**src/rtl/pcie_park_pkg.sv**
```systemverilog
// Shared types and constants for the PCIe lane parker: FSM states, PRBS7 shape, per-lane seed.
package pcie_park_pkg;

  typedef enum logic [1:0] {
    HOLD   = 2'd0,
    IDLE   = 2'd1,
    PARKED = 2'd2
  } park_state_e;

  localparam int PRBS_W     = 7;
  localparam int PRBS_TAP_A = 6;
  localparam int PRBS_TAP_B = 5;

  // Lane index offset by one so no lane ever starts in the all-zero lock-up state.
  function automatic logic [PRBS_W-1:0] prbs_seed(input int lane);
    return PRBS_W'(lane + 1);
  endfunction

endpackage

```
**src/rtl/pcie_lane_parker_if.sv**
```systemverilog
// Pin-side bundle of the lane parker; loopback_en exists only when PCIE_PARK_LOOPBACK_EN is defined.
interface pcie_lane_parker_if #(
  parameter int LANES = 1
);

  logic             CLK_GATE;
  logic             clear_act;
  logic [LANES-1:0] rxp_in;
  logic [LANES-1:0] rxn_in;
  logic [LANES-1:0] txp_out;
  logic [LANES-1:0] txn_out;
  logic             parked;
  logic [LANES-1:0] rx_active;
`ifdef PCIE_PARK_LOOPBACK_EN
  logic             loopback_en;
`endif

  modport master (
`ifdef PCIE_PARK_LOOPBACK_EN
    output loopback_en,
`endif
    output CLK_GATE,
    output clear_act,
    output rxp_in,
    output rxn_in,
    input  txp_out,
    input  txn_out,
    input  parked,
    input  rx_active
  );

  modport slave (
`ifdef PCIE_PARK_LOOPBACK_EN
    input  loopback_en,
`endif
    input  CLK_GATE,
    input  clear_act,
    input  rxp_in,
    input  rxn_in,
    output txp_out,
    output txn_out,
    output parked,
    output rx_active
  );

endinterface

```
**src/rtl/pcie_park_lane.sv**
```systemverilog
// One parked lane: RX synchroniser and saturating edge counter, PRBS7 keep-alive, registered TX pair.
// TX follows the PRBS while parked (or synced RX when lb_en_i), otherwise holds electrical idle.
module pcie_park_lane
  import pcie_park_pkg::*;
#(
  parameter int LANE_IDX   = 0,
  parameter int CNT_W      = 8,
  parameter int ACT_THRESH = 4
) (
  input  logic clk,
  input  logic rst_n,
  input  logic park_i,
  input  logic gate_i,
  input  logic clear_i,
  input  logic lb_en_i,
  input  logic rxp_i,
  input  logic rxn_i,
  output logic txp_o,
  output logic txn_o,
  output logic rx_active_o
);

  localparam logic [CNT_W-1:0]  CNT_MAX = {CNT_W{1'b1}};
  localparam logic [CNT_W-1:0]  THRESH  = CNT_W'(ACT_THRESH);
  localparam logic [PRBS_W-1:0] SEED    = prbs_seed(LANE_IDX);

  logic              rxp_s1_q, rxp_s2_q, rxp_prev_q;
  logic              rxn_s1_q, rxn_s2_q;
  logic [CNT_W-1:0]  cnt_q, cnt_d;
  logic [PRBS_W-1:0] prbs_q, prbs_d;
  logic              txp_q, txp_d;
  logic              txn_q, txn_d;
  logic              rx_edge;
  logic              prbs_bit;

  always_comb begin
    rx_edge  = rxp_s2_q ^ rxp_prev_q;
    prbs_bit = prbs_q[PRBS_TAP_A] ^ prbs_q[PRBS_TAP_B];

    // A clear on the same edge as a detected transition drops that transition.
    cnt_d = cnt_q;
    if (clear_i) begin
      cnt_d = '0;
    end else if (rx_edge && (cnt_q != CNT_MAX)) begin
      cnt_d = cnt_q + CNT_W'(1);
    end

    prbs_d = prbs_q;
    txp_d  = txp_q;
    txn_d  = txn_q;
    if (!park_i) begin
      txp_d = 1'b0;
      txn_d = 1'b0;
    end else begin
      if (gate_i) begin
        prbs_d = {prbs_q[PRBS_W-2:0], prbs_bit};
      end
      if (lb_en_i) begin
        txp_d = rxp_s2_q;
        txn_d = rxn_s2_q;
      end else if (gate_i) begin
        txp_d = prbs_bit;
        txn_d = ~prbs_bit;
      end
    end
  end

  always_ff @(posedge clk or negedge rst_n) begin
    if (!rst_n) begin
      rxp_s1_q   <= 1'b0;
      rxp_s2_q   <= 1'b0;
      rxp_prev_q <= 1'b0;
      rxn_s1_q   <= 1'b0;
      rxn_s2_q   <= 1'b0;
      cnt_q      <= '0;
      prbs_q     <= SEED;
      txp_q      <= 1'b0;
      txn_q      <= 1'b0;
    end else begin
      rxp_s1_q   <= rxp_i;
      rxp_s2_q   <= rxp_s1_q;
      rxp_prev_q <= rxp_s2_q;
      rxn_s1_q   <= rxn_i;
      rxn_s2_q   <= rxn_s1_q;
      cnt_q      <= cnt_d;
      prbs_q     <= prbs_d;
      txp_q      <= txp_d;
      txn_q      <= txn_d;
    end
  end

  assign txp_o       = txp_q;
  assign txn_o       = txn_q;
  assign rx_active_o = (cnt_q >= THRESH);

endmodule

```
**src/rtl/pcie_lane_parker.sv**
```systemverilog
// Terminates unused PCIe lanes: HOLD -> IDLE -> PARKED sequencer driving one pcie_park_lane per lane.
// Optional PCIE_PARK_LOOPBACK_EN adds loopback_en (RX-to-TX echo while parked).
module pcie_lane_parker
  import pcie_park_pkg::*;
#(
  parameter int LANES           = 1,
  parameter int RST_HOLD_CYCLES = 16,
  parameter int IDLE_CYCLES     = 64,
  parameter int CNT_W           = 8,
  parameter int ACT_THRESH      = 4
) (
  input  logic               CLK,
  input  logic               RST_N,
  pcie_lane_parker_if.slave  bus
);

  localparam int PH_MAX = (RST_HOLD_CYCLES > IDLE_CYCLES) ? RST_HOLD_CYCLES : IDLE_CYCLES;
  localparam int PH_W   = (PH_MAX > 1) ? $clog2(PH_MAX) : 1;
  localparam logic [PH_W-1:0] HOLD_LAST = PH_W'(RST_HOLD_CYCLES - 1);
  localparam logic [PH_W-1:0] IDLE_LAST = PH_W'(IDLE_CYCLES - 1);

  park_state_e      state_q, state_d;
  logic [PH_W-1:0]  ph_q, ph_d;
  logic             park_w;
  logic             lb_en_w;
  logic [LANES-1:0] txp_w, txn_w, act_w;

  always_comb begin
    state_d = state_q;
    ph_d    = ph_q;
    case (state_q)
      HOLD: begin
        if (ph_q == HOLD_LAST) begin
          state_d = IDLE;
          ph_d    = '0;
        end else begin
          ph_d = ph_q + PH_W'(1);
        end
      end
      IDLE: begin
        if (ph_q == IDLE_LAST) begin
          state_d = PARKED;
          ph_d    = '0;
        end else begin
          ph_d = ph_q + PH_W'(1);
        end
      end
      PARKED: begin
        state_d = PARKED;
      end
      default: begin
        state_d = HOLD;
        ph_d    = '0;
      end
    endcase
  end

  always_ff @(posedge CLK or negedge RST_N) begin
    if (!RST_N) begin
      state_q <= HOLD;
      ph_q    <= '0;
    end else begin
      state_q <= state_d;
      ph_q    <= ph_d;
    end
  end

  assign park_w = (state_q == PARKED);

`ifdef PCIE_PARK_LOOPBACK_EN
  assign lb_en_w = bus.loopback_en;
`else
  assign lb_en_w = 1'b0;
`endif

  for (genvar i = 0; i < LANES; i++) begin : g_lane
    pcie_park_lane #(
      .LANE_IDX   (i),
      .CNT_W      (CNT_W),
      .ACT_THRESH (ACT_THRESH)
    ) u_lane (
      .clk         (CLK),
      .rst_n       (RST_N),
      .park_i      (park_w),
      .gate_i      (bus.CLK_GATE),
      .clear_i     (bus.clear_act),
      .lb_en_i     (lb_en_w),
      .rxp_i       (bus.rxp_in[i]),
      .rxn_i       (bus.rxn_in[i]),
      .txp_o       (txp_w[i]),
      .txn_o       (txn_w[i]),
      .rx_active_o (act_w[i])
    );
  end

  assign bus.txp_out   = txp_w;
  assign bus.txn_out   = txn_w;
  assign bus.rx_active = act_w;
  assign bus.parked    = park_w;

endmodule

```
**src/flat_wrapper.sv**
```systemverilog
// flat-port wrapper written by rule: the top's interface ports become plain ports
module pcie_lane_parker_flat import pcie_park_pkg::*;
#(
  parameter int LANES           = 1,
  parameter int RST_HOLD_CYCLES = 16,
  parameter int IDLE_CYCLES     = 64,
  parameter int CNT_W           = 8,
  parameter int ACT_THRESH      = 4
)
  (CLK, RST_N, bus_CLK_GATE, bus_clear_act, bus_rxp_in, bus_rxn_in, bus_txp_out, bus_txn_out, bus_parked, bus_rx_active);
  pcie_lane_parker_if #(.LANES(LANES)) bus_i ();
  input  logic CLK;
  input  logic RST_N;
  input wire logic [$bits(bus_i.CLK_GATE)-1:0] bus_CLK_GATE;
  input wire logic [$bits(bus_i.clear_act)-1:0] bus_clear_act;
  input wire logic [$bits(bus_i.rxp_in)-1:0] bus_rxp_in;
  input wire logic [$bits(bus_i.rxn_in)-1:0] bus_rxn_in;
  output wire logic [$bits(bus_i.txp_out)-1:0] bus_txp_out;
  output wire logic [$bits(bus_i.txn_out)-1:0] bus_txn_out;
  output wire logic [$bits(bus_i.parked)-1:0] bus_parked;
  output wire logic [$bits(bus_i.rx_active)-1:0] bus_rx_active;
  assign bus_i.CLK_GATE = bus_CLK_GATE;
  assign bus_i.clear_act = bus_clear_act;
  assign bus_i.rxp_in = bus_rxp_in;
  assign bus_i.rxn_in = bus_rxn_in;
  assign bus_txp_out = bus_i.txp_out;
  assign bus_txn_out = bus_i.txn_out;
  assign bus_parked = bus_i.parked;
  assign bus_rx_active = bus_i.rx_active;
  pcie_lane_parker #(.LANES(LANES), .RST_HOLD_CYCLES(RST_HOLD_CYCLES), .IDLE_CYCLES(IDLE_CYCLES), .CNT_W(CNT_W), .ACT_THRESH(ACT_THRESH)) u_core (.CLK(CLK), .RST_N(RST_N), .bus(bus_i));
endmodule
```
**config.mk**
```make
export PLATFORM = sky130hd
export DESIGN_NAME = pcie_lane_parker_flat
export DESIGN_NICKNAME = d
export VERILOG_FILES = /design/src/rtl/pcie_park_pkg.sv /design/src/rtl/pcie_lane_parker_if.sv /design/src/rtl/pcie_park_lane.sv /design/src/rtl/pcie_lane_parker.sv /design/src/flat_wrapper.sv
export SDC_FILE = /design/constraint.sdc
export NUM_CORES = 1
export LEC_CHECK = 0
export ABC_AREA = 1
export CORE_ASPECT_RATIO = 0.7
export CORE_MARGIN = 2
export CORE_UTILIZATION = 62
export DETAILED_ROUTE_END_ITERATION = 12
export PLACE_DENSITY = 0.83
export SYNTH_ARGS = -nofsm -noshare
export SYNTH_HDL_FRONTEND = slang
export SYNTH_HIERARCHICAL = 1
export SYNTH_SLANG_ARGS = --single-unit
```
**constraint.sdc**
```tcl
create_clock -name CLK -period 2.8 [get_ports CLK]
set_clock_uncertainty 0.2 [all_clocks]
set_input_delay 0.56 -clock CLK [delete_from_list [all_inputs] [get_ports CLK]]
set_output_delay 0.56 -clock CLK [all_outputs]
set_load 0.005 [all_outputs]
```
==> results of run 1 <==
metal layers:
metal,vias to the layer above,global-route usage,share of wire
met2,41,0.343,0.45
met4,0,0.0870,0.010
met5,-,0,0
met1,582,0.291,0.47
li1,594,-,-
met3,4,0.0792,0.065
power by group:
| group | internal (W) | switching (W) | leakage, nW |
|---|---|---|---|
| Combinational | 0.0000152 | 0.0000274 | 0.460 |
| Clock | 0.000122 | 0.000140 | 0.0353 |
| Sequential | 0.000440 | 0.00000474 | 0.388 |
state kept, by name, indices dropped and copies added (netlist names), 2 cells and up:
name                         cells
u_core/g_lane.u_lane/prbs_q      7
u_core/ph_q                      6
u_core/g_lane.u_lane/cnt_q       8
u_core/state_q                   2
cell usage in the layout, fill, tap and decap left out, drive strengths merged:
| cell type | n |
|---|---|
| nand3 | 11 |
| mux2 | 6 |
| buf | 1 |
| dfrtp | 29 |
| nor2 | 14 |
| clkdlybuf4s50 | 9 |
| o21ai | 10 |
| xor2 | 1 |
| ha | 6 |
| o21bai | 1 |
| nand2 | 58 |
| clkinv | 2 |
| a21oi | 9 |
| inv | 25 |
| nor4 | 1 |
| nand4 | 2 |
| dfstp | 1 |
| conb | 3 |
| xnor2 | 1 |
| nor3 | 2 |
| clkbuf | 7 |
through the flow:
step / worst slack, ns / hold WS [ns] / total power [W] / utilization / cell area (sq um)
2_1_floorplan: 1.20 / 0.0644 / 0.000470 / - / 1540
3_3_place_gp: 0.686 / 0.134 / 0.000492 / 0.698 / 1680
3_5_place_dp: 0.620 / 0.136 / 0.000495 / 0.698 / 1680
4_1_cts: 0.260 / 0.155 / 0.000754 / 0.723 / 1740
5_1_grt: 0.208 / 0.166 / 0.000784 / 0.723 / 1740
6_report: 0.261 / 0.158 / 0.000749 / 0.723 / 1740
worst max-delay path: stages (launching register included):
cell	delay, ns
dfrtp_1	0.40
inv_1	0.09
ha_1	0.40
clkdlybuf4s50_1	0.58
how the worst min path moves through the flow:
stage                                                 from                          endpoint  slack, ns
after global routing      u_core/g_lane[0].u_lane/rxn_s1_q  u_core/g_lane[0].u_lane/rxn_s2_q       0.17
after detailed placement  u_core/g_lane[0].u_lane/rxn_s1_q  u_core/g_lane[0].u_lane/rxn_s2_q       0.14
after global placement    u_core/g_lane[0].u_lane/rxn_s1_q  u_core/g_lane[0].u_lane/rxn_s2_q       0.13
after floorplan                                      RST_N  u_core/g_lane[0].u_lane/cnt_q[0]       0.06
final                     u_core/g_lane[0].u_lane/rxp_s1_q  u_core/g_lane[0].u_lane/rxp_s2_q       0.16
after CTS                 u_core/g_lane[0].u_lane/rxn_s1_q  u_core/g_lane[0].u_lane/rxn_s2_q       0.15
cell type report:
class,instances,area share
Sequential cell,30,0.433
Inverter,26,0.0569
Tap cell,34,0.0245
Clock inverter,1,0.00288
Clock buffer,7,0.0317
Timing Repair Buffer,10,0.0562
Multi-Input combinational cell,125,0.395
kinds of logic after synthesis:
family | synth area share
buffers and inverters | 0.0646
AOI/OAI and AO/OA | 0.0744
muxes | 0.0442
xor gates and xnor gates | 0.0114
other | 0.00245
and+or+nand+nor | 0.262
DFF | 0.491
adders and majority gates | 0.0491
==> results.toml, run 1 <==
[status]
status = "finished, final reports clean"

[drt]
drt.antenna.violating_nets = 0
drtPass1Iterations = 4
drtIter0Drc = 90
drt-vias-per-instance = 5.24
num_vias = 1221
drc = 0
wl_per_cell_microns = 12.8
routed_wirelength_mm = 2.98

[clocking]
holdBufCountCts = 0
cts_buffer_depth = 2
cts_num_sinks = 30
cts_resized = 0
cts-buffers-inserted = 5
post_cts_buffers = 0
clk_latency_ns = 0.32
htree_levels = 2
clk_pin_slew_worst_paths_ns = 0.09
cts_root_buf = "clkbuf_4"
cts_tree = "built"

[synth]
synth_common_cells = "nand2_1, dfrtp_1, inv_1"
ys_types = 26
synthArstFlopShare = 1.00
yosysMostFrequentCell = "nand2_1"
synth_top_flop_cell = "dfrtp_1"
yosys-top-cells-area = "dfrtp_1, nand2_1, inv_1"
synthDominantCellAreaShare = 0.474
synthCells = 179
synth_top_area_cell = "dfrtp_1"
ys_seq_area_frac = 0.491
synth_seq_cells = 30
syn_area_sq_um = 1530
syn_area_per_cell_sq_um = 8.55
synth_edf_count = 0
ys_warn_count = 6

[global_routing]
grt_pass1_wl_mm = 4.69
grtUsageTotal = 0.222
grt_pass1_vias = 1087
antenna_found_initial = 0
grt_start_max_net_pins = 31
grt_overflow = 0

[setup_path]
r2r-start = "u_core/state_q[0]"
cp-start-kind = "register"
worst-path-max-fanout = 10
crit_path_start = "u_core/state_q[0]"
worst_r2r_path_depth = 4
r2r-end = "u_core/g_lane[0].u_lane/prbs_q[5]"
worstPathRequired_ns = 2.04
worst_setup_path_end_kind = "output pin"
worstPathArrival_ns = 1.78
path_class = "register to output pin"
rrSetupSlack_ns = 0.96
crit_end = "bus_parked"

[place]
dpl.cell_count = 225
numPortBuffers = 9
gp_congestion = 0.862
hpwlAfterDp_mm = 2.25

[floorplanning]
dieHeight_microns = 45.6
die_w_microns = 63.4
io_pins = 10
floorplan.rows = 15
coreArea_sq_um = 2400
dieArea_sq_um = 2890
start_util = 0.637

[min_path]
holdPathStages = 0
hp-class = "register to register"

[layout]
drive_above_1_share = 0.156
n_antenna_cell = 0
final_cells = 233
regArea_sq_um = 752
final_nets = 210
fillCellCount = 197
multi_input_area_sq_um = 687
syn2layout_area_growth_pct = 13.6

[power]
max-vdd-ir-drop_mv = 0.296
p_leak_nw = 0.884
p_per_area_nw_per_um2 = 431

[sta]
drv_slew = 0
rsz0062_at_grt = "false"
min_period_over_period = 0.907
setup_tns_ns = 0
finalSetupViolations = 0
fmax_ghz = 0.394
period_minus_slack_ns = 2.54
hold_viol = 0

[job]
cap_violations = 0
Power figures use the tool's default switching activity.
==> run 2, diff against run 1 <==
CTS_CLUSTER_SIZE = 25   (was default)
==> results of run 2 <==
Same layout as run 1: the final DEF is identical, and so are final timing and power.
==> run 3, diff against run 2 <==
CTS_CLUSTER_SIZE = 30   (was 25)
HOLD_SLACK_MARGIN = 0.05   (was default)
==> results of run 3 <==
Same layout as run 1: the final DEF is identical, and so are final timing and power.
